File: src/rtl/dmem_responder.sv
// Data-memory responder for the 16-bit CPU load/store path.
// Accepts one word request at a time, waits a fixed access latency, performs
// the access, then presents the response until the requester consumes it.
//
//   state | meaning
//   IDLE  | ready for a request; req_ready_o high
//   WAIT  | request captured; counting down the access latency
//   RESP  | response presented; held until rsp_ready_i
module dmem_responder #(
    parameter int DATA_W  = 16,
    parameter int ADDR_W  = 16,
    parameter int DEPTH   = 128,
    parameter int LATENCY = 2
) (
    input  logic              clk_i,
    input  logic              rst_n,
    input  logic              req_valid_i,
    output logic              req_ready_o,
    input  logic              req_write_i,
    input  logic [ADDR_W-1:0] req_addr_i,
    input  logic [DATA_W-1:0] req_wdata_i,
    output logic              rsp_valid_o,
    input  logic              rsp_ready_i,
    output logic [DATA_W-1:0] rsp_rdata_o,
    output logic              rsp_err_o
);

    localparam int IDX_W = $clog2(DEPTH);
    localparam logic [ADDR_W-2:0] DEPTH_W = (ADDR_W-1)'(DEPTH);
    localparam logic [3:0] COUNT_INIT = 4'(LATENCY - 1);

    typedef enum logic [1:0] {
        IDLE = 2'd0,
        WAIT = 2'd1,
        RESP = 2'd2
    } state_t;

    state_t            state;
    logic [3:0]        count;
    logic              write_q;
    logic [ADDR_W-1:0] addr_q;
    logic [DATA_W-1:0] wdata_q;

    logic [DATA_W-1:0] mem [DEPTH];

    logic [ADDR_W-2:0] index;
    logic [IDX_W-1:0]  mem_idx;
    logic              err;
    logic              access;

    // The access decision is made from the captured request, never the live inputs.
    assign index   = addr_q[ADDR_W-1:1];
    assign mem_idx = index[IDX_W-1:0];
    assign err     = addr_q[0] | (index >= DEPTH_W);
    assign access  = (state == WAIT) && (count == 4'd0);

    // Storage array; no reset. A reset during WAIT forces IDLE, so the write never fires.
    always_ff @(posedge clk_i) begin
        if (access && write_q && !err) begin
            mem[mem_idx] <= wdata_q;
        end
    end

    // Request/latency/response sequencing with registered handshake outputs.
    always_ff @(posedge clk_i or negedge rst_n) begin
        if (!rst_n) begin
            state       <= IDLE;
            count       <= 4'd0;
            write_q     <= 1'b0;
            addr_q      <= '0;
            wdata_q     <= '0;
            req_ready_o <= 1'b1;
            rsp_valid_o <= 1'b0;
            rsp_rdata_o <= '0;
            rsp_err_o   <= 1'b0;
        end else begin
            case (state)
                IDLE: begin
                    if (req_valid_i) begin
                        write_q     <= req_write_i;
                        addr_q      <= req_addr_i;
                        wdata_q     <= req_wdata_i;
                        count       <= COUNT_INIT;
                        req_ready_o <= 1'b0;
                        state       <= WAIT;
                    end
                end
                WAIT: begin
                    if (count != 4'd0) begin
                        count <= count - 4'd1;
                    end else begin
                        rsp_rdata_o <= (write_q || err) ? '0 : mem[mem_idx];
                        rsp_err_o   <= err;
                        rsp_valid_o <= 1'b1;
                        state       <= RESP;
                    end
                end
                RESP: begin
                    if (rsp_ready_i) begin
                        rsp_valid_o <= 1'b0;
                        rsp_err_o   <= 1'b0;
                        req_ready_o <= 1'b1;
                        state       <= IDLE;
                    end
                end
                default: begin
                    rsp_valid_o <= 1'b0;
                    rsp_err_o   <= 1'b0;
                    req_ready_o <= 1'b1;
                    state       <= IDLE;
                end
            endcase
        end
    end

endmodule

File: config.mk
export PLATFORM = sky130hd
export DESIGN_NAME = dmem_responder
export DESIGN_NICKNAME = d
export VERILOG_FILES = /design/src/rtl/dmem_responder.sv
export SDC_FILE = /design/constraint.sdc
export NUM_CORES = 2
export LEC_CHECK = 0
export ABC_AREA = 1
export CELL_PAD_IN_SITES_DETAIL_PLACEMENT = 1
export CELL_PAD_IN_SITES_GLOBAL_PLACEMENT = 2
export CORE_MARGIN = 3
export CORE_UTILIZATION = 43
export CTS_BUF_LIST = sky130_fd_sc_hd__clkbuf_16
export DETAILED_ROUTE_END_ITERATION = 8
export PLACE_DENSITY_LB_ADDON = 0.1
export SYNTH_ARGS = -nofsm -noshare
export SYNTH_HDL_FRONTEND = slang
export SYNTH_SLANG_ARGS = --single-unit
File: constraint.sdc
create_clock -name clk_i -period 4 [get_ports clk_i]
set_input_delay 1 -clock clk_i [delete_from_list [all_inputs] [get_ports clk_i]]
set_output_delay 1 -clock clk_i [all_outputs]
set_load 0.02 [all_outputs]
### After elaboration in Yosys (flattened, before gate mapping)

Memories as Yosys holds them, arrays and structs flattened.
Index checks and enable logic that the tools add are counted.

| cells by class | value |
|---|---|
| bitwise operators | 4 |
| $add $sub $neg | 1 |
| equal/unequal tests | 6 |
| reductions and logical operators | 15 |
| magnitude comparators | 1 |
| mux-type cells | 18 |

Operators by type and width:

| cell | number |
|---|---|
| 16-bit 2-to-1 mux | 1 |
| 15-bit by 8-bit >= comparator with 1-bit output (second input constant) | 1 |
| 3-bit AND reduction | 4 |
| 1-bit case mux with 3 select lines | 3 |
| 4-bit 2-to-1 mux | 2 |
| 4-bit case mux with 2 select lines | 1 |
| 1-bit 2-to-1 mux | 7 |
| 2-bit 2-to-1 mux | 3 |
| 2-bit inequality test (second input constant) | 3 |
| 2-bit case mux with 3 select lines | 1 |
| 4-bit logical NOT | 1 |
| 2-bit AND reduction | 2 |
| 4-bit nonzero test | 1 |
| 4-bit by 1-bit subtractor with 4-bit output (second input constant) | 1 |
| 1-bit logical AND | 3 |
| 1-bit inverter | 3 |
| 2-bit by 1-bit equality test with 1-bit output (second input constant) | 1 |
| 2-bit equality test (second input constant) | 1 |
| 2-bit logical NOT | 1 |
| 2-bit by 1-bit inequality test with 1-bit output (second input constant) | 1 |
| 2-bit nonzero test | 1 |
| 1-bit logical NOT | 1 |
| 1-bit logical OR | 1 |
| 1-bit bitwise OR | 1 |

| word-level totals | value |
|---|---|
| input bits | 37 |
| memories kept | 1 |
| RAM bits | 2048 |
| output and inout port bits | 19 |
| flip-flop bits (word level) | 58 |
| word-level logic and storage cells | 55 |

Memory list:

| name | depth | bits a word | rd ports | clocked after Yosys merged registers in | write ports | RTL line | source |
|---|---|---|---|---|---|---|---|
| mem | 128 | 16 | 1 | 0 | 1 | 44 | `logic [DATA_W-1:0] mem [DEPTH];` |

### Depth between registers and ports, before layout

| logic depth | value |
|---|---|
| depth in word-level cells | 6 |
| mapped depth | 17 |
| mapped depth without buffers | 13 |

### Worst setup path after synthesis

Ideal clock, no wire load.

| path | value |
|---|---|
| path kind | input to register |
| start | in rsp_ready_i |
| end | mem mem[100][0], enable pin |
| setup time | 388 ps |
| data required time | 3612 ps |
| data arrival time | 2947 ps |
| path buffers | 2 |
| cell stages on the path | 8 |
| setup slack | 664 ps |
| path through | nor3_1 -> nor2_1 -> nand3_1 -> buf_2 -> nor3b_2 -> nand3_1 -> buf_2 -> nor2_1 |

RTL lines:

| what | RTL line | source |
|---|---|---|
| start: declaration | 23 | `input logic rsp_ready_i,` |
| end: declaration | 44 |  |

### Worst setup path in the final report

| path | value |
|---|---|
| start | reg addr_q[3] |
| end | reg rsp_rdata_o[12] |

| on the way | value |
|---|---|
| longest elaborated chain between the ends | 4 |
| elaborated cells between the ends (all ways) | 5 |
| classes of those cells | order compare: 1; mux: 1; bitwise: 1; reduce/logical: 1; memory: 1 |

RTL lines:

| what | RTL line | source |
|---|---|---|
| start: declaration | 41 | `logic [ADDR_W-1:0] addr_q;` |
| start signal: assignment | 81 | `addr_q <= req_addr_i;` |
| 15-bit by 8-bit >= comparator with 1-bit output | 54 | `assign err = addr_q[0] \| (index >= DEPTH_W);` |
| 1-bit bitwise OR | 54 |  |
| 1-bit logical OR | 92 | `rsp_rdata_o <= (write_q \|\| err) ? '0 : mem[mem_idx];` |
| 16-bit 2-to-1 mux * | 92 |  |
| end signal: assignment | 92 |  |
| end: declaration | 24 | `output logic [DATA_W-1:0] rsp_rdata_o,` |

Every way passes the cells marked *; elsewhere a longest branch is shown, timed or not.
A chain may end at the register's enable or synchronous reset.

==> flow_summary.json <==
{
  "netlist_area_um2": 84600,
  "cts_buffers": 221,
  "p_total_mw": 74.2,
  "fin_cells": 10400,
  "track_usage_pct": 27.2,
  "setup_tns_ns": 0,
  "crit_path_max_fanout": 60,
  "rows": 162,
  "die_area_um2": 202000,
  "cts_tree": "done",
  "dp_hpwl_mm": 174,
  "max-clock-path-buffers": 3,
  "status": "finished clean",
  "worstPathArrival_ns": 4.16,
  "cts.clk_slew.worst_paths_ns": 0.06,
  "critPathKind": "register to register",
  "synth_edf_count": 2048,
  "cts.sinks": 2106,
  "dr.pass1.iters": 5,
  "die_x_um": 450,
  "max-cap-violations": 0,
  "grt_start_max_net_pins": 136,
  "drc": 0,
  "grt_pass1_wl_mm": 401,
  "netlist_instances": 7404,
  "power_frac_seq_pct": 39.3,
  "fin_crit_ns": 3.43,
  "holdBufCountCts": 0,
  "synth_seq_area_share_pct": 74.4,
  "yosys_most_used_dff": "edfxtp_1",
  "tightest_slew_ns": 1.11,
  "drive_gt1_share_pct": 9.00,
  "swShare_pct": 39.4,
  "syn-num-nets": 7443,
  "post_drt_wl_per_cell_um": 26.7,
  "grt_overflow_total": 0,
  "setup_viol": 0,
  "core_um2": 195000,
  "cts_root_buf": "clkbuf_16",
  "finalCritPeriodShare_pct": 85.7,
  "io_pins": 56,
  "wl_mm": 278,
  "final_nets": 7645,
  "ant_nets": 0,
  "portBuffers": 55,
  "cp-end-kind": "register",
  "worstHoldPathType": "input pin to asynchronous set/reset pin",
  "cts_setup_buffers": 0,
  "synthArstFlopShare_pct": 2.75,
  "clkPwrFrac_pct": 27.4,
  "gp_congestion": 0.853,
  "synth_cell_types": 26,
  "via_count": 56500,
  "synth.avg_cell_area_um2": 11.4,
  "slew_headroom_pct": 26.0,
  "p_per_area_nw_per_um2": 762,
  "fmax_mhz": 292,
  "cts_resized": 0,
  "vias_per_cell": 5.42,
  "fill_cells": 20500,
  "clk_latency_ns": 0.85,
  "grt_setup_unrepaired": "no",
  "ys_ff_latch": 2106,
  "dpl.cell_count": 10000,
  "yosys_warnings": 0,
  "die_h_um": 450,
  "p_leak_nw": 36.2,
  "area_growth_pct": 15.1,
  "start_kind": "register",
  "combPwrFrac_pct": 33.3,
  "timing.hold.ws_ns": 0.302,
  "grt_pass1_vias": 57700,
  "power.switching_mw": 29.2,
  "critPathRequiredTime_ns": 4.73,
  "drt_iter0_markers": 5409,
  "h-tree-depth": 4,
  "antenna_found_initial": 8,
  "start_util_pct": 43.3,
  "power.internal_mw": 45.0,
  "ir_worst_vdd_mv": 0.498,
  "hold_violations": 0,
  "clock-skew-final_ns": 0.0271,
  "finalMaxSlewViolations": 0
}
[critical path, cell delays in order, from the launching register on]
cell	delay, ns
dfrtp_4	0.73
buf_4	0.54
buf_4	0.69
nand2_1	0.11
nand2_1	0.14
nand2_1	0.12
nand2_1	0.14
nor2_1	0.06
nor2_1	0.34
nor2_1	0.10
buf_4	0.15
nand2_1	0.05
nand2_1	0.05
[area by class of cell]
class                   count  area [um2]  area share, %
flip-flops and latches   2106       63000           64.7
multi-input cells        4752       19600           20.1
clock buffers             226        5660           5.81
repair buffers            398        3870           3.97
well taps                2624        3280           3.37
clock inverters           180        1460           1.50
inverters                 127         494          0.507
diodes                      3        7.51        0.00771
[state kept, by name, indices dropped and copies added (netlist names)]
register / cells
state: 2
mem: 2048
rsp_rdata_o: 16
write_q: 1
count: 4
req_ready_o: 1
addr_q: 16
wdata_q: 16
rsp_err_o: 1
rsp_valid_o: 1
[power groups by stage]
stage | Clock [mW] | Combinational (mW) | Sequential (mW)
2_1_floorplan | 0 | 11.6 | 29.6
5_1_grt | 21.6 | 26.8 | 29.2
4_1_cts | 20.7 | 24.9 | 29.2
6_report | 20.3 | 24.7 | 29.2
3_5_place_dp | 0 | 24.8 | 29.6
3_3_place_gp | 0 | 24.5 | 29.6
[routing by layer]
layer  vias to the layer above  routed length (um)  track usage (%)  part of all wire [%]
met3                       363               13800             3.23                   5.0
met5                         -                   0                0                     0
li1                      25700                   -                -                     -
met2                      1480              134000             44.9                    48
met1                     28900              121000             37.9                    44
met4                         0                8710             8.24                   3.1
[cells by family (layout without fill, tap and decap cells)]
family | after synthesis | after routing | synth area share [%]
flip-flops | 2106 | 2106 | 74.4
adder cells (fa/ha/maj) | 2 | 2 | 0.0296
AO/OA/AOI/OAI | 574 | 574 | 3.45
other | 0 | 3 | 0
AND/OR/NAND/NOR | 4176 | 4176 | 19.6
buffers and inverters | 546 | 931 | 2.54
[final timing paths]
path	from	to	slack (ns)	cells past startpoint
setup / recovery	addr_q[3]$_DFFE_PN0P_	rsp_rdata_o[12]$_DFFE_PN0N_	0.57	12
hold / removal	rst_n	wdata_q[11]$_DFFE_PN0P_	0.30	1
setup reg to reg	addr_q[3]$_DFFE_PN0P_	rsp_rdata_o[12]$_DFFE_PN0N_	0.57	12
hold reg to reg	addr_q[0]$_DFFE_PN0P_	addr_q[0]$_DFFE_PN0P_	0.49	2
max in group asynchronous	rst_n	addr_q[2]$_DFFE_PN0P_	2.73	2
min in group clk_i	addr_q[0]$_DFFE_PN0P_	addr_q[0]$_DFFE_PN0P_	0.49	2
[cells in the final DEF, fill, tap and decap left out, types with 2 or more instances in the layout]
cell type	n
nand2_1	2285
edfxtp_1	2048
nor2_1	1247
o21ai_0	550
nand3_1	536
buf_4	283
clkbuf_16	226
inv_1	162
nand4_1	79
buf_12	60
clkinv_1	58
clkdlybuf4s50_1	54
clkinv_2	45
dfrtp_1	38
bufinv_16	25
dfrtp_4	19
o21bai_1	15
or2_2	9
nand3_2	8
nor2_4	5
inv_6	4
diode_2	3
nor3_1	3
a21oi_1	3
clkinv_8	3
clkinv_4	3
inv_2	2
inv_4	2
o22ai_1	2
ha_1	2
clkinvlp_4	2
[synth_stat cells (2+ instances only)]
cell type	number	share of area (%)
dfrtp_1	57	1.7
edfxtp_1	2048	73
buf_1	40	0.18
nor3_1	4	0.024
ha_1	2	0.030
buf_2	82	0.48
o21bai_1	15	0.13
clkbuf_1	297	1.3
inv_1	126	0.56
nand4_1	79	0.58
o22ai_1	2	0.015
a21oi_1	3	0.018
o21ai_0	550	3.3
nand2_1	2285	10
nor2_1	1252	5.6
or2_2	9	0.067
nand3_1	544	3.2
[through the flow]
stage / worst slack [ns] / util, % / cell area [um2]
6_report: 0.573 / 49.9 / 97400
4_1_cts: 0.470 / 49.9 / 97400
2_1_floorplan: 0.664 / - / 84600
3_3_place_gp: 0.355 / 46.2 / 90300
3_5_place_dp: 0.391 / 46.2 / 90300
5_1_grt: 0.363 / 49.9 / 97400
(Power assumes the default switching activity.)
